**src/rtl/lsu_controller.sv**
```systemverilog
// lsu_controller: sized load/store sequencer for a byte-addressed 64-bit DataMemory.
// Optional macro MISALIGN_TRAP_EN: accesses with addr not a multiple of the size fault.
module lsu_controller #(
    parameter int unsigned MEM_BYTES = 64,
    parameter logic [63:0] PARK_ADDR = 64'hFFFF_FFFF_FFFF_FFFF
) (
    input  logic        clk,
    input  logic        reset,
    input  logic        req_valid,
    output logic        req_ready,
    input  logic        req_write,
    input  logic [2:0]  req_funct3,
    input  logic [63:0] req_addr,
    input  logic [63:0] req_wdata,
    output logic        resp_valid,
    output logic [63:0] resp_rdata,
    output logic        resp_fault,
    output logic [63:0] Mem_Addr,
    output logic [63:0] Write_Data,
    output logic        MemWrite,
    output logic        MemRead,
    input  logic [63:0] Read_Data
);

    typedef enum logic [1:0] {
        IDLE = 2'd0,
        RD   = 2'd1,
        WR   = 2'd2,
        RESP = 2'd3
    } state_t;

    state_t      r_state;
    state_t      w_next;

    logic        r_write;
    logic [2:0]  r_f3;
    logic [63:0] r_addr;
    logic [63:0] r_wdata;
    logic        r_fault;
    logic [63:0] r_rdata;
    logic [63:0] r_old;

    logic        w_acc;
    logic [3:0]  w_n_in;
    logic [64:0] w_end;
    logic        w_range_bad;
    logic        w_misalign;
    logic        w_fault_in;
    logic [63:0] w_load_ext;
    logic [63:0] w_mask;
    logic [63:0] w_merged;

    assign w_acc       = req_valid & req_ready;
    assign w_n_in      = 4'd1 << req_funct3[1:0];
    assign w_end       = {1'b0, req_addr} + {61'd0, w_n_in};
    assign w_range_bad = w_end > 65'(MEM_BYTES);

`ifdef MISALIGN_TRAP_EN
    logic [2:0] w_lowmask;
    assign w_lowmask  = 3'(w_n_in - 4'd1);
    assign w_misalign = |(req_addr[2:0] & w_lowmask);
`else
    assign w_misalign = 1'b0;
`endif

    assign w_fault_in = (req_funct3 == 3'b111)
                      | (req_write & req_funct3[2])
                      | w_range_bad
                      | w_misalign;

    // extend the low N bytes of the memory word for a load
    always_comb begin
        w_load_ext = '0;
        unique case (r_f3[1:0])
            2'b00: w_load_ext = r_f3[2] ? {56'd0, Read_Data[7:0]}
                                        : {{56{Read_Data[7]}}, Read_Data[7:0]};
            2'b01: w_load_ext = r_f3[2] ? {48'd0, Read_Data[15:0]}
                                        : {{48{Read_Data[15]}}, Read_Data[15:0]};
            2'b10: w_load_ext = r_f3[2] ? {32'd0, Read_Data[31:0]}
                                        : {{32{Read_Data[31]}}, Read_Data[31:0]};
            2'b11: w_load_ext = Read_Data;
        endcase
    end

    // byte-lane mask of the store target; a D store replaces all eight bytes
    always_comb begin
        w_mask = '0;
        unique case (r_f3[1:0])
            2'b00: w_mask = 64'h0000_0000_0000_00FF;
            2'b01: w_mask = 64'h0000_0000_0000_FFFF;
            2'b10: w_mask = 64'h0000_0000_FFFF_FFFF;
            2'b11: w_mask = 64'hFFFF_FFFF_FFFF_FFFF;
        endcase
    end

    assign w_merged = (r_old & ~w_mask) | (r_wdata & w_mask);

    // next-state sequencing
    always_comb begin
        w_next = r_state;
        unique case (r_state)
            IDLE: begin
                if (w_acc) begin
                    if (w_fault_in) begin
                        w_next = RESP;
                    end else if (req_write && req_funct3[1:0] == 2'b11) begin
                        w_next = WR;
                    end else begin
                        w_next = RD;
                    end
                end
            end
            RD:   w_next = r_write ? WR : RESP;
            WR:   w_next = RESP;
            RESP: w_next = IDLE;
        endcase
    end

    // state register, request capture and read-data capture
    always_ff @(posedge clk) begin
        if (reset) begin
            r_state <= IDLE;
            r_write <= 1'b0;
            r_f3    <= '0;
            r_addr  <= '0;
            r_wdata <= '0;
            r_fault <= 1'b0;
            r_rdata <= '0;
            r_old   <= '0;
        end else begin
            r_state <= w_next;
            if (w_acc) begin
                r_write <= req_write;
                r_f3    <= req_funct3;
                r_addr  <= req_addr;
                r_wdata <= req_wdata;
                r_fault <= w_fault_in;
                r_rdata <= '0;
            end
            if (r_state == RD) begin
                if (r_write) begin
                    r_old <= Read_Data;
                end else begin
                    r_rdata <= w_load_ext;
                end
            end
        end
    end

    // core-side and memory-side outputs decoded from the registered state
    always_comb begin
        req_ready  = 1'b0;
        resp_valid = 1'b0;
        resp_rdata = '0;
        resp_fault = 1'b0;
        Mem_Addr   = PARK_ADDR;
        Write_Data = '0;
        MemWrite   = 1'b0;
        MemRead    = 1'b0;
        unique case (r_state)
            IDLE: req_ready = 1'b1;
            RD: begin
                Mem_Addr = r_addr;
                MemRead  = 1'b1;
            end
            WR: begin
                Mem_Addr   = r_addr;
                Write_Data = w_merged;
                MemWrite   = 1'b1;
            end
            RESP: begin
                resp_valid = 1'b1;
                resp_rdata = r_rdata;
                resp_fault = r_fault;
            end
        endcase
    end

endmodule
```
**config.mk**
```make
export PLATFORM = sky130hd
export DESIGN_NAME = lsu_controller
export DESIGN_NICKNAME = d
export VERILOG_FILES = /design/src/rtl/lsu_controller.sv
export SDC_FILE = /design/constraint.sdc
export NUM_CORES = 1
export LEC_CHECK = 0
export CORE_MARGIN = 4
export CORE_UTILIZATION = 45
export DETAILED_ROUTE_END_ITERATION = 12
export PLACE_DENSITY = 0.78
export SLEW_MARGIN = 20
export SYNTH_ARGS = -nofsm -noshare
export SYNTH_HDL_FRONTEND = slang
export SYNTH_SLANG_ARGS = --single-unit
```
**constraint.sdc**
```tcl
create_clock -name clk -period 8.6 [get_ports clk]
set_input_delay 0.86 -clock clk [delete_from_list [all_inputs] [get_ports clk]]
set_output_delay 0.86 -clock clk [all_outputs]
set_load 0.01 [all_outputs]
```
==> flow_summary.ini <==
[setup_path]
crit_fanout = 64
worstSetupEndpointType = output pin
criticalPathCategory = reg2out
crit_arrival_ps = 3340
crit_cells = 5
start_kind = register
cp_cell_sequence = and2_2 -> buf_4 -> nand2_1 -> a21boi_0 -> clkdlybuf4s50_1
critPathBufInv = 2
r2r_start = r_state[0]
cpLargestDelayFamily = buffers and inverters
cpPeakStageDelay_ps = 950
required_ps = 7740
worst_r2r_path_depth = 7
crit_slowest_cell = dfxtp_2
setup.worst_path.start = r_f3[1]

[synth]
synth_top_family_by_area = simple AND/OR/NAND/NOR gates
synth_enable_flop_cells = 0
synth_top_cell_by_area = dfxtp_1
ys_warn_count = 0
ys_top_cells_by_count = 489 x nand2_1, 308 x a21oi_1, 255 x dfxtp_1
syn-instance-count = 1714
synth_ff_type = dfxtp_1
synth_area_mm2 = 0.01252
synth_nets = 1922
synthArstFlopShare_pct = 0
synth.most_common_cell = nand2_1
avgSynthCellArea_um2 = 7.306
synth_top_area_share_pct = 40.77
synth-adder-area-share_pct = 0.9592
synth.area.top_cells = dfxtp_1 41%, nand2_1 15%, a21oi_1 12%
ys_ff_latch = 255
yosysUniqueCellTypes = 55
synth_compound_area_share_pct = 18.70
synthMuxAreaShare_pct = 1.759
ys_seq_area_share_pct = 40.77
synthSimpleGateAreaFrac_pct = 31.43
yosys.area_share.xor_xnor_pct = 1.958

[timing]
period_share_pct = 48.89
hold_viol = 0
tns_ps = 0
fmax_mhz = 237.9
rsz0062_at_grt = false
fin_skew_ps = 17.13
setup_viol = 0
layout_setup_ws_ps = 4396
report.final.slew_viol_count = 0
slew_headroom_pct = 25.84
fin_crit_ps = 4204
tightest_slew_ps = 1112

[floorplan]
ios = 396
die_y_um = 174.8
die_w_um = 174.8
dieArea_mm2 = 0.03056
core.rowCount = 60
initial_core_util_pct = 46.08
coreArea_mm2 = 0.02718

[final_layout]
fin_area_mm2 = 0.01743
fillers = 2442
area_delta_synth_final_pct = 39.19
multi_input_area_mm2 = 0.006893
seq_area_mm2 = 0.005106
nets = 2224
drive_gt1_share_pct = 3.929

[drt]
vias = 13250
drt-total-wl_mm = 45.24
drtIter0Drc = 998
drc = 0
dr.pass1.iters = 5
ant_nets = 0
wl_per_cell_um = 18.77
drt-vias-per-instance = 5.499

[global_route]
grt_pass1_vias = 12620
grt_antenna_before_repair = 2
grt_pass1_wl_mm = 69.93
grt_max_degree = 126
grt.overflow.total = 0
grtUsageTotal_pct = 27.66

[cts]
clock_sinks = 255
holdBufCountCts = 0
cts-resized-gates = 0
cts_max_level = 1
cts.clk_slew.worst_paths_ps = 60
cts_made_buffers = 27
tritoncts = done
cts_root_buf = clkbuf_16
cts_setup_buffers = 0
clk_latency_ps = 550
cts_buffer_depth = 3

[placed_design]
postPlaceCellArea_mm2 = 0.01656
portBuffers = 395
dpl_worst_slack_ps = 3856
hpwl_mm = 30.94
gp_congestion = 0.8799

[power_and_ir_drop]
leakage_nw = 6.052
ir_worst_vdd_mv = 0.1408
finalPower_mw = 3.746
p_per_area_mw_per_mm2 = 214.9

[worst_hold_path]
min_path_type = reg2reg
holdPathStages = 2
min_from = r_addr[49]

[job]
max_cap_viol_count = 0

[run_status]
outcome = finished clean
==> worst paths after layout <==
check	to	slack (ps)
setup / recovery	Write_Data[49]	4400
hold / removal	r_addr[49]	450
setup reg to reg	r_rdata[6]	5560
hold reg to reg	r_addr[49]	450
==> tightest hold or removal path, delay by kind of cell (launching register included) <==
family | cells | cell delay [ps]
simple gates | 1 | 50
compound gates | 1 | 50
flops | 1 | 300
==> routing by layer <==
layer | global-route usage [%] | wire (µm) | vias up
met5 | 0 | 0 | -
met4 | 9.525 | 1758 | 0
met3 | 5.019 | 3131 | 90
met2 | 46.01 | 21170 | 526
met1 | 36.29 | 19180 | 6269
li1 | - | - | 6368
==> where the power goes <==
part | total [mW] | internal, mW | switching, mW
combinational | 1.21 | 0.555 | 0.657
sequential | 1.39 | 1.32 | 0.0705
clock | 1.15 | 0.661 | 0.486
==> cells in the final DEF (no fill, tap or decap), types with 5 or more instances in the layout <==
cell and count:
nand2_1 487, clkdlybuf4s50_1 394, a21oi_1 308, dfxtp_1 254, and2_1 78, nor3_1 67, nand2b_1 65, a21boi_0 40
nor2_1 27, clkbuf_16 27, nand4_1 23, mux2i_1 22, nor2b_1 19, nand3_1 18, and3_1 16, xnor2_1 15
buf_4 14, xor2_1 13, a22oi_1 10, inv_1 9, nor4_1 9, clkbuf_1 9, clkbuf_8 7, o21ai_0 6
or2_2 5, and4_1 5, a211o_1 5, a211oi_1 5, ha_1 5
==> final cells by class <==
cell class | instances | area share, %
clock inverter | 7 | 0.4092
sequential | 255 | 29.30
timing repair buffer | 409 | 23.31
antenna | 2 | 0.02872
clock buffer | 42 | 4.544
multi-input combinational | 1314 | 39.55
tap | 372 | 2.670
inverter | 9 | 0.1938
==> kinds of logic after synthesis <==
group / Yosys count
simple gates: 842
compound gates: 413
flops: 255
buf+inv: 145
xor+xnor: 28
mux: 22
fa+ha+maj: 9
==> sequential cells by signal, summed over array words and instances, names as in the netlist <==
signal   flops
r_addr      64
r_rdata     64
r_wdata     64
r_old       56
r_f3         3
r_state      2
r_fault      1
r_write      1
==> through the flow <==
| step | std cells | util (%) | hold WS (ps) |
|---|---|---|---|
| after CTS | 2408 | 64.12 | 450.0 |
| after global placement | 2359 | 60.94 | 436.4 |
| after detailed placement | 2359 | 60.94 | 441.2 |
| after global routing | 2410 | 64.13 | 464.0 |
| after floorplan | 1714 | - | 431.2 |
| final | 2410 | 64.13 | 446.4 |
(Power assumes the default switching activity.)
